### src/rtl/uart_echo_bridge.sv
// Single-clock UART loopback: pulls words from the RX core into a FIFO and drains them into the TX core.
// Define UART_ECHO_STATS_EN to add the saturating rx_cnt_o / tx_cnt_o / drop_cnt_o counters.
module uart_echo_bridge #(
  parameter int unsigned DATA_W       = 8,
  parameter int unsigned DEPTH        = 16,
  parameter int unsigned RD_PULSE_CYC = 4,
  parameter int unsigned RD_WAIT_CYC  = 8,
  parameter int unsigned ACK_TMO      = 4095,
  parameter bit          DROP_ON_FULL = 1'b1,
  localparam int unsigned AW          = $clog2(DEPTH)
) (
  input  logic              clk_i,
  input  logic              rst_ni,
  input  logic              echo_en_i,
  input  logic              flush_i,
  input  logic              rx_sr_i,
  input  logic [DATA_W-1:0] rdr_i,
  output logic              rden_o,
  input  logic              tx_tc_i,
  output logic [DATA_W-1:0] tdr_o,
  output logic              lock_tdr_o,
  output logic [AW:0]       fifo_level_o,
  output logic              overrun_o,
  output logic              tx_err_o
`ifdef UART_ECHO_STATS_EN
  ,
  output logic [15:0]       rx_cnt_o,
  output logic [15:0]       tx_cnt_o,
  output logic [15:0]       drop_cnt_o
`endif
);

  localparam int unsigned RMAX = (RD_PULSE_CYC > RD_WAIT_CYC) ? RD_PULSE_CYC : RD_WAIT_CYC;
  localparam int unsigned RCW  = $clog2(RMAX + 1);
  localparam int unsigned TCW  = $clog2(ACK_TMO + 1);

  typedef enum logic [1:0] {R_IDLE, R_PULSE, R_WAIT, R_CAP} rxState_e;
  typedef enum logic [2:0] {T_IDLE, T_LOAD, T_LOCK, T_ACK, T_DONE} txState_e;

  rxState_e          rxState_q;
  txState_e          txState_q;
  logic [RCW-1:0]    rxTimer_q;
  logic [TCW-1:0]    ackTimer_q;
  logic              rden_q;
  logic              lockTdr_q;
  logic [DATA_W-1:0] tdr_q;
  logic              overrun_q;
  logic              txErr_q;

  logic [DATA_W-1:0] mem_q [DEPTH];
  logic [AW-1:0]     wrPtr_q, wrPtr_d;
  logic [AW-1:0]     rdPtr_q, rdPtr_d;
  logic [AW:0]       level_q, level_d;

  logic push, pop, full, empty, drop, rxStart, ackTimeout;

  // A pop in the same cycle frees a slot, so a simultaneous push never counts as full.
  assign empty      = (level_q == '0);
  assign pop        = (txState_q == T_IDLE) && echo_en_i && !empty && tx_tc_i && !flush_i;
  assign full       = (level_q == (AW+1)'(DEPTH)) && !pop;
  assign push       = (rxState_q == R_CAP) && !full && !flush_i;
  assign drop       = (rxState_q == R_CAP) && full && !flush_i;
  assign rxStart    = rx_sr_i && (!full || DROP_ON_FULL);
  assign ackTimeout = (txState_q == T_ACK) && tx_tc_i && (ackTimer_q == TCW'(ACK_TMO - 1));

  always_comb begin
    wrPtr_d = wrPtr_q;
    rdPtr_d = rdPtr_q;
    level_d = level_q;
    if (flush_i) begin
      wrPtr_d = '0;
      rdPtr_d = '0;
      level_d = '0;
    end else begin
      if (push) wrPtr_d = wrPtr_q + AW'(1);
      if (pop)  rdPtr_d = rdPtr_q + AW'(1);
      level_d = level_q + {{AW{1'b0}}, push} - {{AW{1'b0}}, pop};
    end
  end

  always_ff @(posedge clk_i or negedge rst_ni) begin
    if (!rst_ni) begin
      wrPtr_q <= '0;
      rdPtr_q <= '0;
      level_q <= '0;
    end else begin
      wrPtr_q <= wrPtr_d;
      rdPtr_q <= rdPtr_d;
      level_q <= level_d;
    end
  end

  always_ff @(posedge clk_i) begin
    if (push) mem_q[wrPtr_q] <= rdr_i;
  end

  // RX side: slow RDEN pulse, settle wait, then a single capture cycle.
  always_ff @(posedge clk_i or negedge rst_ni) begin
    if (!rst_ni) begin
      rxState_q <= R_IDLE;
      rxTimer_q <= '0;
      rden_q    <= 1'b0;
      overrun_q <= 1'b0;
    end else begin
      if (flush_i)   overrun_q <= 1'b0;
      else if (drop) overrun_q <= 1'b1;
      unique case (rxState_q)
        R_IDLE: begin
          if (rxStart) begin
            rxState_q <= R_PULSE;
            rden_q    <= 1'b1;
            rxTimer_q <= '0;
          end
        end
        R_PULSE: begin
          if (rxTimer_q == RCW'(RD_PULSE_CYC - 1)) begin
            rxState_q <= R_WAIT;
            rden_q    <= 1'b0;
            rxTimer_q <= '0;
          end else begin
            rxTimer_q <= rxTimer_q + RCW'(1);
          end
        end
        R_WAIT: begin
          if (rxTimer_q == RCW'(RD_WAIT_CYC - 1)) rxState_q <= R_CAP;
          else rxTimer_q <= rxTimer_q + RCW'(1);
        end
        R_CAP:   rxState_q <= R_IDLE;
        default: rxState_q <= R_IDLE;
      endcase
    end
  end

  // TX side: TDR is loaded on the pop edge so it is stable one cycle before LOCK_TDR.
  always_ff @(posedge clk_i or negedge rst_ni) begin
    if (!rst_ni) begin
      txState_q  <= T_IDLE;
      tdr_q      <= '0;
      lockTdr_q  <= 1'b0;
      ackTimer_q <= '0;
      txErr_q    <= 1'b0;
    end else begin
      if (flush_i)         txErr_q <= 1'b0;
      else if (ackTimeout) txErr_q <= 1'b1;
      unique case (txState_q)
        T_IDLE: begin
          lockTdr_q <= 1'b0;
          if (pop) begin
            tdr_q     <= mem_q[rdPtr_q];
            txState_q <= T_LOAD;
          end
        end
        T_LOAD: begin
          lockTdr_q <= 1'b1;
          txState_q <= T_LOCK;
        end
        T_LOCK: begin
          lockTdr_q  <= 1'b0;
          ackTimer_q <= '0;
          txState_q  <= T_ACK;
        end
        T_ACK: begin
          if (!tx_tc_i)        txState_q <= T_DONE;
          else if (ackTimeout) txState_q <= T_IDLE;
          else                 ackTimer_q <= ackTimer_q + TCW'(1);
        end
        T_DONE: begin
          if (tx_tc_i) txState_q <= T_IDLE;
        end
        default: txState_q <= T_IDLE;
      endcase
    end
  end

`ifdef UART_ECHO_STATS_EN
  logic [15:0] rxWords_q, txWords_q, dropWords_q;

  always_ff @(posedge clk_i or negedge rst_ni) begin
    if (!rst_ni) begin
      rxWords_q   <= '0;
      txWords_q   <= '0;
      dropWords_q <= '0;
    end else if (flush_i) begin
      rxWords_q   <= '0;
      txWords_q   <= '0;
      dropWords_q <= '0;
    end else begin
      if ((rxState_q == R_CAP) && (rxWords_q != 16'hFFFF)) rxWords_q <= rxWords_q + 16'd1;
      if (lockTdr_q && (txWords_q != 16'hFFFF))            txWords_q <= txWords_q + 16'd1;
      if (drop && (dropWords_q != 16'hFFFF))               dropWords_q <= dropWords_q + 16'd1;
    end
  end

  assign rx_cnt_o   = rxWords_q;
  assign tx_cnt_o   = txWords_q;
  assign drop_cnt_o = dropWords_q;
`endif

  assign rden_o       = rden_q;
  assign lock_tdr_o   = lockTdr_q;
  assign tdr_o        = tdr_q;
  assign fifo_level_o = level_q;
  assign overrun_o    = overrun_q;
  assign tx_err_o     = txErr_q;

endmodule

### config.mk
export PLATFORM = sky130hd
export DESIGN_NAME = uart_echo_bridge
export DESIGN_NICKNAME = d
export VERILOG_FILES = /design/src/rtl/uart_echo_bridge.sv
export SDC_FILE = /design/constraint.sdc
export NUM_CORES = 1
export LEC_CHECK = 0
export BUFFER_PORTS_ARGS = -buffer_cell sky130_fd_sc_hd__buf_4
export CAP_MARGIN = 20
export CORE_MARGIN = 4
export CORE_UTILIZATION = 46
export CTS_CLUSTER_DIAMETER = 30
export DETAILED_ROUTE_END_ITERATION = 7
export GPL_TIMING_DRIVEN = 0
export PLACE_DENSITY = 0.69
export REMOVE_ABC_BUFFERS = 1
export SLEW_MARGIN = 0
export SYNTH_ARGS = -nofsm -noshare
export SYNTH_HDL_FRONTEND = slang
export SYNTH_SLANG_ARGS = --single-unit
### constraint.sdc
create_clock -name clk_i -period 3.6 [get_ports clk_i]
set_input_delay 0.18 -clock clk_i [delete_from_list [all_inputs] [get_ports clk_i]]
set_output_delay 0.18 -clock clk_i [all_outputs]
set_load 0.02 [all_outputs]
### Word-level counts from Yosys, hierarchy flattened

Memories as Yosys holds them, arrays and structs flattened. A register that Yosys moved wholly into a read port is not among the register bits.
Index checks and enable logic that the tools add are counted.

| operators by class | value |
|---|---|
| reduce and logical (&&, ||, !) cells | 34 |
| eq/ne operators | 20 |
| mux-type cells | 31 |
| add/subtract/negate cells | 6 |

Operators with widths:

| kind | number |
|---|---|
| 4-bit 2-to-1 mux | 7 |
| 12-bit 2-to-1 mux | 2 |
| 12-bit one-hot mux with 2 select lines | 1 |
| 2-bit != test (second input constant) | 8 |
| 3-bit one-hot mux with 5 select lines | 1 |
| 3-bit AND reduction | 5 |
| 2-bit nonzero test | 7 |
| 12-bit by 1-bit adder with 12-bit output (second input constant) | 1 |
| 4-bit by 1-bit adder with 4-bit output (second input constant) | 3 |
| 12-bit equality test (second input constant) | 1 |
| 3-bit 2-to-1 mux | 4 |
| 4-bit one-hot mux with 3 select lines | 1 |
| 1-bit logical AND | 11 |
| 1-bit 2-to-1 mux | 8 |
| 2-bit one-hot mux with 4 select lines | 1 |
| 3-bit by 2-bit equality test with 1-bit output (second input constant) | 2 |
| 2-bit 2-to-1 mux | 3 |
| 5-bit by 1-bit adder with 5-bit output | 1 |
| 5-bit equality test (second input constant) | 1 |
| 1-bit zero test | 5 |
| 5-bit zero test | 1 |
| 5-bit 2-to-1 mux | 1 |
| 5-bit by 1-bit subtractor with 5-bit output | 1 |
| 2-bit equality test (second input constant) | 2 |
| 12 further kinds | 13 |

| storage, ports and cells | value |
|---|---|
| input port bits | 14 |
| register bits | 38 |
| memories | 1 |
| logic and storage cells | 103 |
| bits in writable memories | 128 |
| output and inout port bits | 17 |

Memory list:

| memory | words | width | rd ports | clocked after Yosys merged registers in | write ports | line | RTL |
|---|---|---|---|---|---|---|---|
| mem_q | 16 | 8 | 1 | 1 | 1 | 50 | `logic [DATA_W-1:0] mem_q [DEPTH];` |

### Depth between registers and ports, before layout

| depth | value |
|---|---|
| depth after elaboration | 13 |
| gate-level depth with buffers | 15 |
| mapped depth without buffers | 14 |

### Worst setup path after synthesis

No wires, ideal clock.

| path | value |
|---|---|
| kind | flip-flop to flip-flop |
| start | register level_q[3], in the netlist fifo_level_o[3] |
| end | register level_q[4], in the netlist fifo_level_o[4] |
| setup time | 0.088 ns |
| arrival time | 2.845 ns |
| period minus slack after synthesis | 2.933 ns |
| slack | 0.667 ns |
| required time | 3.512 ns |
| buffers on the path | 1 |
| stages on the path, launching flop included | 15 |
| cells stage by stage | dfrtp_1 inv_1 ha_1 or4b_4 and4_1 buf_6 ha_1 inv_1 ha_1 inv_1 fa_1 nor2b_1 o21bai_1 nand3_1 nor3b_1 |

| between the ends | value |
|---|---|
| word-level cells in the longest chain between the ends | 13 |
| elaborated cells between the ends (all ways) | 14 |
| classes of those cells | add/sub (2); eq/ne (1); mux (1); reduce/logical (10) |

RTL lines:

| what | line | RTL |
|---|---|---|
| from (decl) | 53 | `logic [AW:0] level_q, level_d;` |
| from (signal assigned) | 89 | `level_q <= level_d;` |
| 5-bit zero test | 58 | `assign empty = (level_q == '0);` |
| 1-bit zero test | 59 | `assign pop = (txState_q == T_IDLE) && echo_en_i && !empty && tx_tc_i && !flush_i;` |
| 1-bit logical AND (3 in series) | 59 |  |
| 1-bit zero test | 60 | `assign full = (level_q == (AW+1)'(DEPTH)) && !pop;` |
| 1-bit logical AND | 60 |  |
| 1-bit zero test | - |  |
| 1-bit logical AND (2 in series) | 61 | `assign push = (rxState_q == R_CAP) && !full && !flush_i;` |
| 5-bit by 1-bit adder with 5-bit output | 77 | `level_d = level_q + {{AW{1'b0}}, push} - {{AW{1'b0}}, pop};` |
| 5-bit by 1-bit subtractor with 5-bit output (*) | 77 |  |
| 5-bit 2-to-1 mux (*) | 70 | `if (flush_i) begin` |
| named net level_d[4] | 53 |  |

The timed path passes the listed nets; every way through them passes the cells marked *.
A chain may end at the register's enable or synchronous reset.

### Worst setup path in the final report

| path | value |
|---|---|
| start | register txState_q[0] |
| end | register level_q[4], in the netlist fifo_level_o[4] |

| between the ends | value |
|---|---|
| word-level cells in the longest chain between the ends | 13 |

RTL lines:

| what | line | RTL |
|---|---|---|
| from (decl) | 41 | `txState_e txState_q;` |
| from (signal assigned) | 137 | `txState_q <= T_IDLE;` |
| from (signal assigned) | 150 | `txState_q <= T_LOAD;` |
| from (signal assigned) | 155 | `txState_q <= T_LOCK;` |
| 3-bit zero test (*) | 59 |  |
| 1-bit logical AND (*) (4 in series) | 59 |  |
| 1-bit zero test | 60 |  |
| 1-bit logical AND | 60 |  |
| 1-bit zero test | - |  |
| 1-bit logical AND (2 in series) | 61 |  |
| 5-bit by 1-bit adder with 5-bit output | 77 |  |
| 5-bit by 1-bit subtractor with 5-bit output (*) | 77 |  |
| 5-bit 2-to-1 mux (*) | 70 |  |
| named net level_d[4] | 53 |  |

Marked as above.

==> flow_metrics.py <==
metrics = {
    "setup_path": {
        "critical_path.top_delay_family": "simple AND/OR/NAND/NOR gates",
        "critical_path_class": "reg2reg",
        "arrival_ns": 3.51,
        "crit_chain": "nor4b_4 > and4_2 > ha_1 > inv_1 > ha_1 > inv_1 > fa_1 > nor2b_1 > o21bai_1 > nand3_1 > nor3b_1",
        "critPathRequiredTime_ns": 3.94,
        "cp_slowest_cell": "dfrtp_1",
        "setup.worst_path.start_class": "flip-flop",
        "end_kind": "flip-flop",
        "critPathMaxFanout": 19,
        "cpPeakStageDelay_ns": 0.62,
        "cp.buffers_inverters": 2,
    },
    "global_routing": {
        "globalRouteTotalUtil": 0.168,
        "antenna_found_initial": 0,
        "grt_overflow": 0,
        "grt_pass1_wl_mm": 23.5,
        "grt_max_degree": 47,
        "grt_pass1_vias": 4334,
    },
    "clocking": {
        "htreeDepth": 4,
        "numCtsBuffers": 17,
        "cts-root-buf": "clkbuf_16",
        "cts.reportedPaths.clkPinSlew_ns": 0.07,
        "ctsLongestPathBuffers": 2,
        "clock-sinks": 174,
        "clock_latency_ns": 0.42,
        "cts_tree": "done",
    },
    "synth": {
        "syn-cell-area_um2": 7710,
        "synth.largest_area_cell": "edfxtp_1",
        "ys_warn_count": 0,
        "netlist_top_cells_count": "edfxtp_1 (128), dfrtp_1 (46), mux4_1 (23)",
        "syn_inst": 474,
        "synth_top_flop_cell": "edfxtp_1",
        "synth.distinct_cells": 65,
        "ys_seq_area_frac": 0.648,
        "yosysTopAreaCellShare": 0.499,
        "synth_area_leaders": "edfxtp_1 (50%), dfrtp_1 (15%), mux4_1 (7.8%)",
        "synth-seq-cells": 174,
        "yosysMostFrequentCell": "edfxtp_1",
        "synthArstFlopShare": 0.264,
        "syn_avg_cell_area_um2": 16.3,
        "synth_edf_count": 128,
    },
    "pwr": {
        "power.density_nw_per_um2": 621,
        "combPwrFrac": 0.197,
        "peakVddDrop_uv": 329,
        "power.total_mw": 5.45,
        "power_frac_clock": 0.351,
        "power.switching_mw": 1.54,
        "netSwitchingFraction": 0.283,
        "p_int_mw": 3.91,
        "pwr-share-seq": 0.452,
        "leakage_nw": 3.15,
    },
    "routing": {
        "wl_per_cell_um": 19.6,
        "drt_iter0_markers": 305,
        "drt_wl_total_mm": 14.5,
        "via_per_inst": 5.69,
        "vias": 4208,
        "route.detailed.drc": 0,
        "dr.pass1.iters": 5,
        "postRouteAntennaNets": 0,
    },
    "floorplan": {
        "core_region_area_um2": 16500,
        "die_height_um": 137,
        "num_io_pins": 31,
        "dieArea_um2": 18900,
        "dieWidth_um": 137,
        "start_util": 0.467,
        "fp-row-count": 47,
    },
    "sta": {
        "rsz0062_at_grt": "no",
        "fin_crit_sh": 0.881,
        "min_period_ns": 3.17,
        "slew_violations": 0,
        "worst_pin_slew_ns": 0.946,
        "clock.fmax_mhz": 315,
        "fin_ws_ns": 0.428,
        "finalSetupTns_ns": 0,
        "hold_violations": 0,
        "relSlewSlack": 0.367,
        "finalSetupViolCount": 0,
        "finClkSkew_ns": 0.00844,
    },
    "cells_and_area": {
        "diodes": 0,
        "fin_nets": 541,
        "area_delta_synth_final_pct": 13.9,
        "utilization": 0.531,
        "regArea_um2": 5000,
        "multiInputGateArea_um2": 2500,
        "fillers": 1236,
        "drive_above_1_share": 0.183,
    },
    "run": {
        "max_cap_viol_count": 0,
    },
    "hold_path": {
        "hp-class": "in2reg",
    },
    "placed_design": {
        "portBuffers": 30,
        "dp_slack_ns": 0.207,
        "hpwl_mm": 9.29,
        "routabilityCongestion": 0.770,
    },
    "status": {
        "status": "finished clean",
    },
}
final timing paths:
path	to	start	slack, ns	cells after the start
min	rdPtr_q[3]$_DFFE_PN0P_	flush_i	0.05	2
max reg2reg	fifo_level_o[4]$_DFF_PN0_	txState_q[0]$_DFFE_PN0P_	0.43	11
min reg2reg	tx_err_o$_DFFE_PN0P_	tx_err_o$_DFFE_PN0P_	0.50	2
min in group asynchronous	ackTimer_q[5]$_DFFE_PN0P_	rst_ni	0.31	2
max	fifo_level_o[4]$_DFF_PN0_	txState_q[0]$_DFFE_PN0P_	0.43	11
max in group asynchronous	rdPtr_q[0]$_DFFE_PN0P_	rst_ni	2.85	2
state kept, by name, summed over array words and instances (netlist names):
signal / cells
rxTimer_q: 4
overrun_o: 1
rden_o: 1
rxState_q: 2
mem_q: 128
lock_tdr_o: 1
fifo_level_o: 5
tdr_o: 8
wrPtr_q: 4
rdPtr_q: 4
tx_err_o: 1
txState_q: 3
ackTimer_q: 12
layout by cell type (no fill, tap or decap), types with 9 or more instances in the layout:
master     synthesis  final
edfxtp_1         128    128
dfrtp_1           46     45
buf_4              0     30
mux4_1            23     23
inv_1             22     22
a21oi_1           21     21
ha_1              19     19
clkbuf_16          0     17
nor2_1            15     15
nand3_1           14     14
and2_1            13     13
mux2i_1           13     13
nand2_1            9      9
mux4_2             9      9
layer usage:
layer,vias to the layer above,wire length (um),global-route usage
li1,1948,-,-
met1,2149,6310,0.228
met2,88,7240,0.269
met3,23,624,0.0314
met4,0,299,0.0682
met5,-,0,0
worst reg2reg max path, cell delays in order (launching register included):
cell      delay, ns
dfrtp_1        0.62
nor4b_4        0.43
and4_2         0.55
ha_1           0.30
inv_1          0.06
ha_1           0.15
inv_1          0.06
fa_1           0.38
nor2b_1        0.17
o21bai_1       0.10
nand3_1        0.08
nor3b_1        0.17
cells by family (layout without fill, tap and decap cells):
family,after synthesis,in the layout,share of synthesized area
xor gates and xnor gates,4,4,0.00454
DFF,174,174,0.648
muxes,54,54,0.137
adders and majority gates,20,20,0.0334
and+or+nand+nor,111,111,0.0881
AOI/OAI and AO/OA,68,68,0.0609
buffers and inverters,43,89,0.0281
per-stage QoR:
| stage | hold WS (ns) | cell area, um2 | std cells |
|---|---|---|---|
| 2_1_floorplan | -0.116 | 7580 | 453 |
| 3_3_place_gp | 0.233 | 8080 | 703 |
| 3_5_place_dp | 0.240 | 8140 | 706 |
| 4_1_cts | 0.0328 | 8780 | 740 |
| 5_1_grt | 0.0460 | 8780 | 740 |
| 6_report | 0.0550 | 8780 | 740 |
timing repair:
action / 4_1_cts / 5_1_grt
hold endpoints to repair: 47 / 0
endpoints found under the setup margin: 0 / 1
hold buffers: 2 / 0
resized for setup: 0 / 1
setup buffers: 0 / 0
area by class of cell:
type	instances	share of cell area
Clock buffer	19	0.0505
Clock inverter	13	0.0198
Sequential cell	174	0.569
Timing Repair Buffer	35	0.0351
Multi-Input combinational cell	257	0.285
Inverter	22	0.00941
Tap cell	220	0.0314
power groups by stage:
| stage | combinational [mW] | sequential, mW | clock, mW |
|---|---|---|---|
| detailed placement | 1.07 | 2.51 | 0 |
| global placement | 1.01 | 2.51 | 0 |
| finish | 1.07 | 2.46 | 1.91 |
| CTS | 1.08 | 2.47 | 1.94 |
| global route | 1.19 | 2.49 | 2.02 |
| floorplan | 0.659 | 2.55 | 0 |
No activity file was read; power rests on OpenSTA's default activity.
